$ cat src/rtl/fifo_wr_arbiter_pkg.sv
// fifo_wr_arbiter_pkg: shared types and width helpers for the FIFO write-port arbiter
package fifo_wr_arbiter_pkg;

   typedef enum logic {IDLE, BURST} arb_state_t;

   function automatic int ow_of(input int n);
      return (n > 1) ? $clog2(n) : 1;
   endfunction

endpackage

$ cat src/rtl/fifo_wr_arbiter_rr_pick.sv
// rr_pick: cyclic priority encoder, first requester at/after rr_ptr wins
module rr_pick
   import fifo_wr_arbiter_pkg::*;
#(
   parameter int NREQ = 4,
   localparam int OW = ow_of(NREQ)
) (
   input  logic [NREQ-1:0] req,
   input  logic [OW-1:0]   rr_ptr,
   output logic [OW-1:0]   idx,
   output logic            found
);

   logic [OW-1:0] j;

   // scan offsets from farthest to nearest so the nearest hit is the last assignment
   always_comb begin
      idx = '0;
      j   = '0;
      for (int k = NREQ - 1; k >= 0; k--) begin
         j = OW'((int'(rr_ptr) + k) % NREQ);
         if (req[j]) idx = j;
      end
   end

   assign found = |req;

endmodule

$ cat src/rtl/fifo_wr_arbiter.sv
// fifo_wr_arbiter: round-robin, burst-bounded sharing of the FIFO write port
module fifo_wr_arbiter
   import fifo_wr_arbiter_pkg::*;
#(
   parameter int NREQ     = 4,
   parameter int DATASIZE = 8,
   parameter int MAXBURST = 4,
   localparam int OW = ow_of(NREQ)
) (
   input  logic                     wclk,
   input  logic                     wrst_n,
   input  logic [NREQ-1:0]          req,
   input  logic [NREQ*DATASIZE-1:0] wdata_in,
   output logic [NREQ-1:0]          ack,
   input  logic                     wfull,
   output logic                     winc,
   output logic [DATASIZE-1:0]      wdata,
   output logic [OW-1:0]            owner,
   output logic                     busy
);

   localparam int BW = $clog2(MAXBURST + 1);

   arb_state_t          state;
   logic [OW-1:0]       rr_ptr;
   logic [OW-1:0]       pick;
   logic [BW-1:0]       beat_cnt;
   logic                found;
   logic                fire;
   logic                last;
   logic [DATASIZE-1:0] slice [NREQ];

   for (genvar g = 0; g < NREQ; g++) begin : g_slice
      assign slice[g] = wdata_in[g*DATASIZE +: DATASIZE];
   end

   rr_pick #(.NREQ(NREQ)) u_pick (
      .req    (req),
      .rr_ptr (rr_ptr),
      .idx    (pick),
      .found  (found)
   );

   // a beat moves only when the owner still requests and the FIFO has room this cycle
   assign fire  = (state == BURST) && req[owner] && !wfull;
   assign last  = beat_cnt == BW'(MAXBURST - 1);
   assign winc  = fire;
   assign ack   = fire ? (NREQ'(1) << owner) : '0;
   assign busy  = state == BURST;
   assign wdata = slice[owner];

   // grant in IDLE, count beats in BURST, rotate the pointer on every release
   always_ff @(posedge wclk or negedge wrst_n) begin
      if (!wrst_n) begin
         state    <= IDLE;
         owner    <= '0;
         rr_ptr   <= '0;
         beat_cnt <= '0;
      end else if (state == IDLE) begin
         if (found) begin
            owner    <= pick;
            beat_cnt <= '0;
            state    <= BURST;
         end
      end else begin
         if (fire) beat_cnt <= beat_cnt + 1'b1;
         if ((fire && last) || !req[owner]) begin
            state  <= IDLE;
            rr_ptr <= (owner == OW'(NREQ - 1)) ? '0 : owner + 1'b1;
         end
      end
   end

endmodule

$ cat config.mk
export PLATFORM = sky130hd
export DESIGN_NAME = fifo_wr_arbiter
export DESIGN_NICKNAME = d
export VERILOG_FILES = /design/src/rtl/fifo_wr_arbiter_pkg.sv /design/src/rtl/fifo_wr_arbiter_rr_pick.sv /design/src/rtl/fifo_wr_arbiter.sv
export SDC_FILE = /design/constraint.sdc
export NUM_CORES = 1
export LEC_CHECK = 0
export CORE_AREA = 10 10 62 64
export DETAILED_ROUTE_END_ITERATION = 7
export DIE_AREA = 0 0 72 74
export PLACE_DENSITY = 0.75
export SLEW_MARGIN = 20
export SYNTH_ARGS = -nofsm -noshare
export SYNTH_HDL_FRONTEND = slang
export SYNTH_SLANG_ARGS = --single-unit
$ cat constraint.sdc
create_clock -name wclk -period 3.21 [get_ports wclk]
set_input_delay 0.8025 -clock wclk [delete_from_list [all_inputs] [get_ports wclk]]
set_output_delay 0.8025 -clock wclk [all_outputs]
set_load 0.005 [all_outputs]
* Yosys cells after proc, flatten, opt, wreduce, memory -nomap -nowiden
Cells that the tools add are included.
** Cells by class
- Shift operators :: 1
- Reductions and logical operators :: 11
- Bitwise logic cells :: 2
- Order comparisons :: 6
- Multiplexer cells :: 25
- $add $sub $neg :: 5
- Equality and inequality tests :: 3
** Operators by type and width (number)
- 8-bit binary-select mux with 2-bit select :: 1
- 8-bit two-way mux :: 2
- 2-bit by 3-bit < comparator with 1-bit output (second input constant) :: 5
- 1-bit binary-select mux with 2-bit select :: 5
- 2-bit two-way mux :: 5
- 3-bit two-way mux :: 3
- 1-bit two-way mux :: 8
- 2-bit AND reduction :: 3
- 2-bit by 1-bit adder with 2-bit output (second input constant) :: 2
- 2-bit adder (second input constant) :: 2
- 4-bit two-way mux :: 1
- 4-bit OR reduction :: 1
- 1-bit by 2-bit << shifter with 4-bit output (first input constant) :: 1
- 3-bit by 1-bit adder with 3-bit output (second input constant) :: 1
- 3-bit by 2-bit equality test with 1-bit output (second input constant) :: 1
- 3-bit greater-or-equal comparator (second input constant) :: 1
- 1-bit logical AND :: 3
- 2-bit NOT with 3-bit output :: 1
- 2-bit equality test (second input constant) :: 1
- 1-bit zero test :: 2
- 2-bit by 1-bit inequality test with 1-bit output (second input constant) :: 1
- 2-bit nonzero test :: 1
- 1-bit logical OR :: 1
- 1-bit NOT :: 1
** Word-level totals
- Input bits :: 39
- Bits in registers :: 8
- Logic and storage cells :: 57
- Output and inout port bits :: 16

* Logic depth before layout (Yosys ltp)
- Depth after elaboration :: 8
- Gate-level depth with buffers :: 6
- Gate-level depth less buffers :: 6

* By module
Synthesis repeated with hierarchy kept, for this count alone.
** Unflattened totals
- Cell total of the unflattened synthesis :: 76
- Area total of the unflattened synthesis :: 794.5 µm²
** Modules (own cells, without submodules)
- fifo_wr_arbiter :: sequential area each 200.2 µm², cells each 63, area each 716.9 µm², times used 1
- rr_pick :: sequential area each 0.0 µm², cells each 13, area each 77.6 µm², times used 1

* Least setup slack after synthesis
Ideal clock, no wire load.
- Kind :: input to output
- From :: input port req[3]
- To :: output port ack[0]
- Setup slack :: 0.815 ns
- Stages on the path :: 3
- Required time :: 2.408 ns
- Arrival time :: 1.593 ns
- Buffers on the path :: 0
- Path through :: mux4_2 -> nor3b_4 -> and2_1
** Between the ends
- Word-level cells in the longest chain between the ends :: 5
** Ends and longest elaborated chain
- start: declaration :: line fifo_wr_arbiter.sv:12 : input logic [NREQ-1:0] req,
- 1-bit binary-select mux with 2-bit select :: line fifo_wr_arbiter.sv:45 : assign fire = (state == BURST) && req[owner] && !wfull;
- 1-bit two-way mux (not written as such) :: line fifo_wr_arbiter.sv:45
- 1-bit logical AND (2 in series) :: line fifo_wr_arbiter.sv:45
- net winc :: line fifo_wr_arbiter.sv:16 : output logic winc,
- 4-bit two-way mux :: line fifo_wr_arbiter.sv:48 : assign ack = fire ? (NREQ'(1) << owner) : '0;
- end: declaration :: line fifo_wr_arbiter.sv:14 : output logic [NREQ-1:0] ack,
The timed path passes the listed nets, and every way through them passes these cells. The select of a mux whose other input is x is not followed.

* Worst setup path in the final report
- From :: input port req[3]
- To :: output port ack[1]
** Between the ends
- Word-level cells in the longest chain between the ends :: 5
** Ends and longest elaborated chain (line)
- 1-bit binary-select mux with 2-bit select :: fifo_wr_arbiter.sv:45
- 1-bit two-way mux (not written as such) :: fifo_wr_arbiter.sv:45
- 1-bit logical AND (2 in series) :: fifo_wr_arbiter.sv:45
- 4-bit two-way mux :: fifo_wr_arbiter.sv:48
No other way between the ends. The select of a mux whose other input is x is not followed.

==> results.py <==
metrics = {
    "run_status": {
        "status": "complete, no violations",
    },
    "global_route": {
        "grt_max_degree": 15,
        "first_global_vias": 842,
        "grt_usage_pct": 10.4,
        "grt_pass1_wl_mm": 4.51,
        "antenna_found_initial": 0,
        "grt_overflow": 0,
    },
    "logic_synthesis": {
        "synth-simple-area-share_pct": 14.6,
        "synth_top_family_by_area": "multiplexers",
        "synth_compound_area_share_pct": 11.1,
        "syn_nets": 114,
        "synthXorXnorAreaFrac_pct": 0,
        "ys_seq_area_share_pct": 25.7,
        "synth_mux_area_share_pct": 34.7,
        "yosys-top-cells-count": "mux4_2, dfrtp_1, nand2_1, ha_1",
        "synth_top_area_share_pct": 26.0,
        "synth_cells": 69,
        "synth.distinct_cells": 24,
        "synth.most_common_cell": "mux4_2",
        "synth_edf_count": 0,
        "yosysWarningCount": 0,
        "netlist_area_um2": 779,
        "yosysTopAreaCell": "mux4_2",
        "synthTopCellsByArea": "mux4_2, dfrtp_1, ha_1",
        "avgSynthCellArea_um2": 11.3,
        "synthArstFlopShare_pct": 100,
        "synth-seq-cells": 8,
        "synth_fa_ha_area_share_pct": 9.63,
        "synthFlopType": "dfrtp_1",
    },
    "final_layout": {
        "antenna_cells": 0,
        "final_nets": 178,
        "final_area_um2": 1420,
        "syn_to_final_growth_pct": 82.7,
        "drive_gt1_share_pct": 18.3,
    },
    "die": {
        "start_util_pct": 29.3,
        "dieArea_um2": 5330,
        "core.rowCount": 19,
        "io_pins": 55,
        "chipHeight_um": 74,
        "core_um2": 2660,
        "die_w_um": 72,
    },
    "critical_path": {
        "reg2reg_depth": 6,
        "path_class": "input pin to output pin",
        "crit_arrival_ns": 2.31,
        "cp-start-kind": "input pin",
        "end_kind": "output pin",
        "cp.required_ns": 2.41,
        "path_max_fanout": 6,
    },
    "timing": {
        "grt_setup_unrepaired": "false",
        "final-hold-violation-count": 0,
        "fin_setup_tns_ns": 0,
        "finalWorstSetupSlack_ns": 0.0961,
        "fin_crit_ns": 3.11,
        "timing.fmax_mhz": 321,
        "period_share_pct": 97.0,
        "tightest_slew_ns": 0.661,
        "skew_ns": 0.00206,
        "max_slew_margin_pct": 55.5,
        "setup_viol": 0,
        "drv_slew": 0,
    },
    "clock_network": {
        "clk_path_buf_depth": 2,
        "numCtsBuffers": 3,
        "ctsHoldBuffers": 0,
        "cts_max_level": 1,
        "cts_tree": "yes",
        "cts.sinks": 8,
        "cts_root_buffer": "clkbuf_4",
        "clk_pin_slew_ns": 0.05,
        "worstSkewPairLatency_ns": 0.24,
    },
    "route": {
        "wire_per_inst_um": 17.5,
        "drt_iter0_drc": 49,
        "ant_nets": 0,
        "drt-total-wl_mm": 2.83,
        "drc_errors": 0,
        "via_per_inst": 5.06,
        "dr.pass1.iters": 4,
        "vias": 819,
    },
    "hold_path": {
        "hp-class": "flop to flop",
        "min_delay_path_depth": 1,
    },
    "place": {
        "portBuffers": 54,
        "dp_hpwl_mm": 2.54,
        "place_area_um2": 1400,
        "gp_congestion": 0.772,
        "post-place-ws_ns": -0.108,
    },
    "power": {
        "ir_worst_vdd_v": 0.000312,
        "power.total_w": 0.000920,
        "power_density_nw_per_um2": 646,
        "p_leak_nw": 0.616,
    },
    "flow_run": {
        "timing.max_cap.violations": 0,
    },
}
critical path, cell delays in order:
cell and delay [ns]:
clkdlybuf4s50_1 0.42, mux4_2 0.48, nor3b_4 0.18, and2_1 0.15, dlygate4sd2_1 0.27
flip-flops by register name (all words and copies together), names as in the netlist:
name      cells
beat_cnt      3
rr_ptr        2
busy          1
owner         2
cell type report:
| type | instances | area [µm²] |
|---|---|---|
| multi-input combinational | 53 | 546 |
| clock buffer | 3 | 22.5 |
| tap | 31 | 38.8 |
| fill | 240 | 1240 |
| timing repair buffer | 62 | 598 |
| sequential | 8 | 200 |
| inverter | 5 | 18.8 |
routing by layer:
layer  vias to the layer above  routed length (µm)  GRT usage [%]  share of wire [%]
li1                        384                   -              -                  -
met1                       383                1200           12.2                 43
met2                        52                1280           17.2                 45
met3                         0                 347           4.39                 12
met4                         0                   0           2.58                  0
met5                         -                   0              0                  0
layout by cell type, fill, tap and decap left out:
| cell | n |
|---|---|
| mux2_4 | 1 |
| clkdlybuf4s50_1 | 49 |
| dlymetal6s2s_1 | 1 |
| buf_4 | 8 |
| nor2_1 | 4 |
| nand2b_1 | 2 |
| nor2b_1 | 1 |
| o21ai_1 | 2 |
| nand2_1 | 7 |
| o41ai_1 | 1 |
| mux2i_1 | 3 |
| ha_1 | 6 |
| o41ai_2 | 1 |
| o31ai_1 | 1 |
| mux2_1 | 2 |
| inv_1 | 4 |
| dfrtp_1 | 8 |
| clkinv_1 | 1 |
| mux4_2 | 9 |
| nand3_2 | 1 |
| nor3b_4 | 1 |
| dlygate4sd2_1 | 4 |
| a21oi_1 | 4 |
| o211ai_1 | 1 |
| clkbuf_4 | 3 |
| a221oi_1 | 1 |
| o21a_1 | 1 |
| and2_1 | 4 |
kinds of logic after synthesis:
| group | Yosys count |
|---|---|
| AOI/OAI and AO/OA | 12 |
| and+or+nand+nor | 20 |
| muxes | 15 |
| DFF | 8 |
| adders and majority gates | 6 |
| buffers and inverters | 8 |
path summary, 6_finish.rpt:
kind,start,to,slack [ns]
worst min-delay path,beat_cnt[0],beat_cnt[0],0.49
max in group asynchronous,wrst_n,busy,2.12
worst max register to register,beat_cnt[0],rr_ptr[1],1.55
worst max-delay path,req[3],ack[1],0.1
min in group asynchronous,wrst_n,rr_ptr[1],0.83
worst min register to register,beat_cnt[0],beat_cnt[0],0.49
metrics by stage:
| stage | hold slack, ns | utilization [%] | instances |
|---|---|---|---|
| 2_1_floorplan | 0.455 | - | 69 |
| 3_3_place_gp | 0.471 | 52.7 | 159 |
| 3_5_place_dp | 0.489 | 52.7 | 159 |
| 4_1_cts | 0.494 | 53.4 | 162 |
| 5_1_grt | 0.519 | 53.5 | 162 |
| 6_report | 0.492 | 53.5 | 162 |
repair_timing:
action | in CTS | in global routing
setup buffers | 0 | 0
endpoints found under the setup margin | 4 | 1
cloned | 0 | 0
pin swaps | 0 | 0
resized for setup | 4 | 1
power breakdown:
part,switching [W],internal (W)
logic,0.000257,0.000398
clock network,0.0000301,0.0000425
registers,0.0000431,0.000149
total,0.000331,0.000589
No activity file was read; power rests on OpenSTA's default activity.
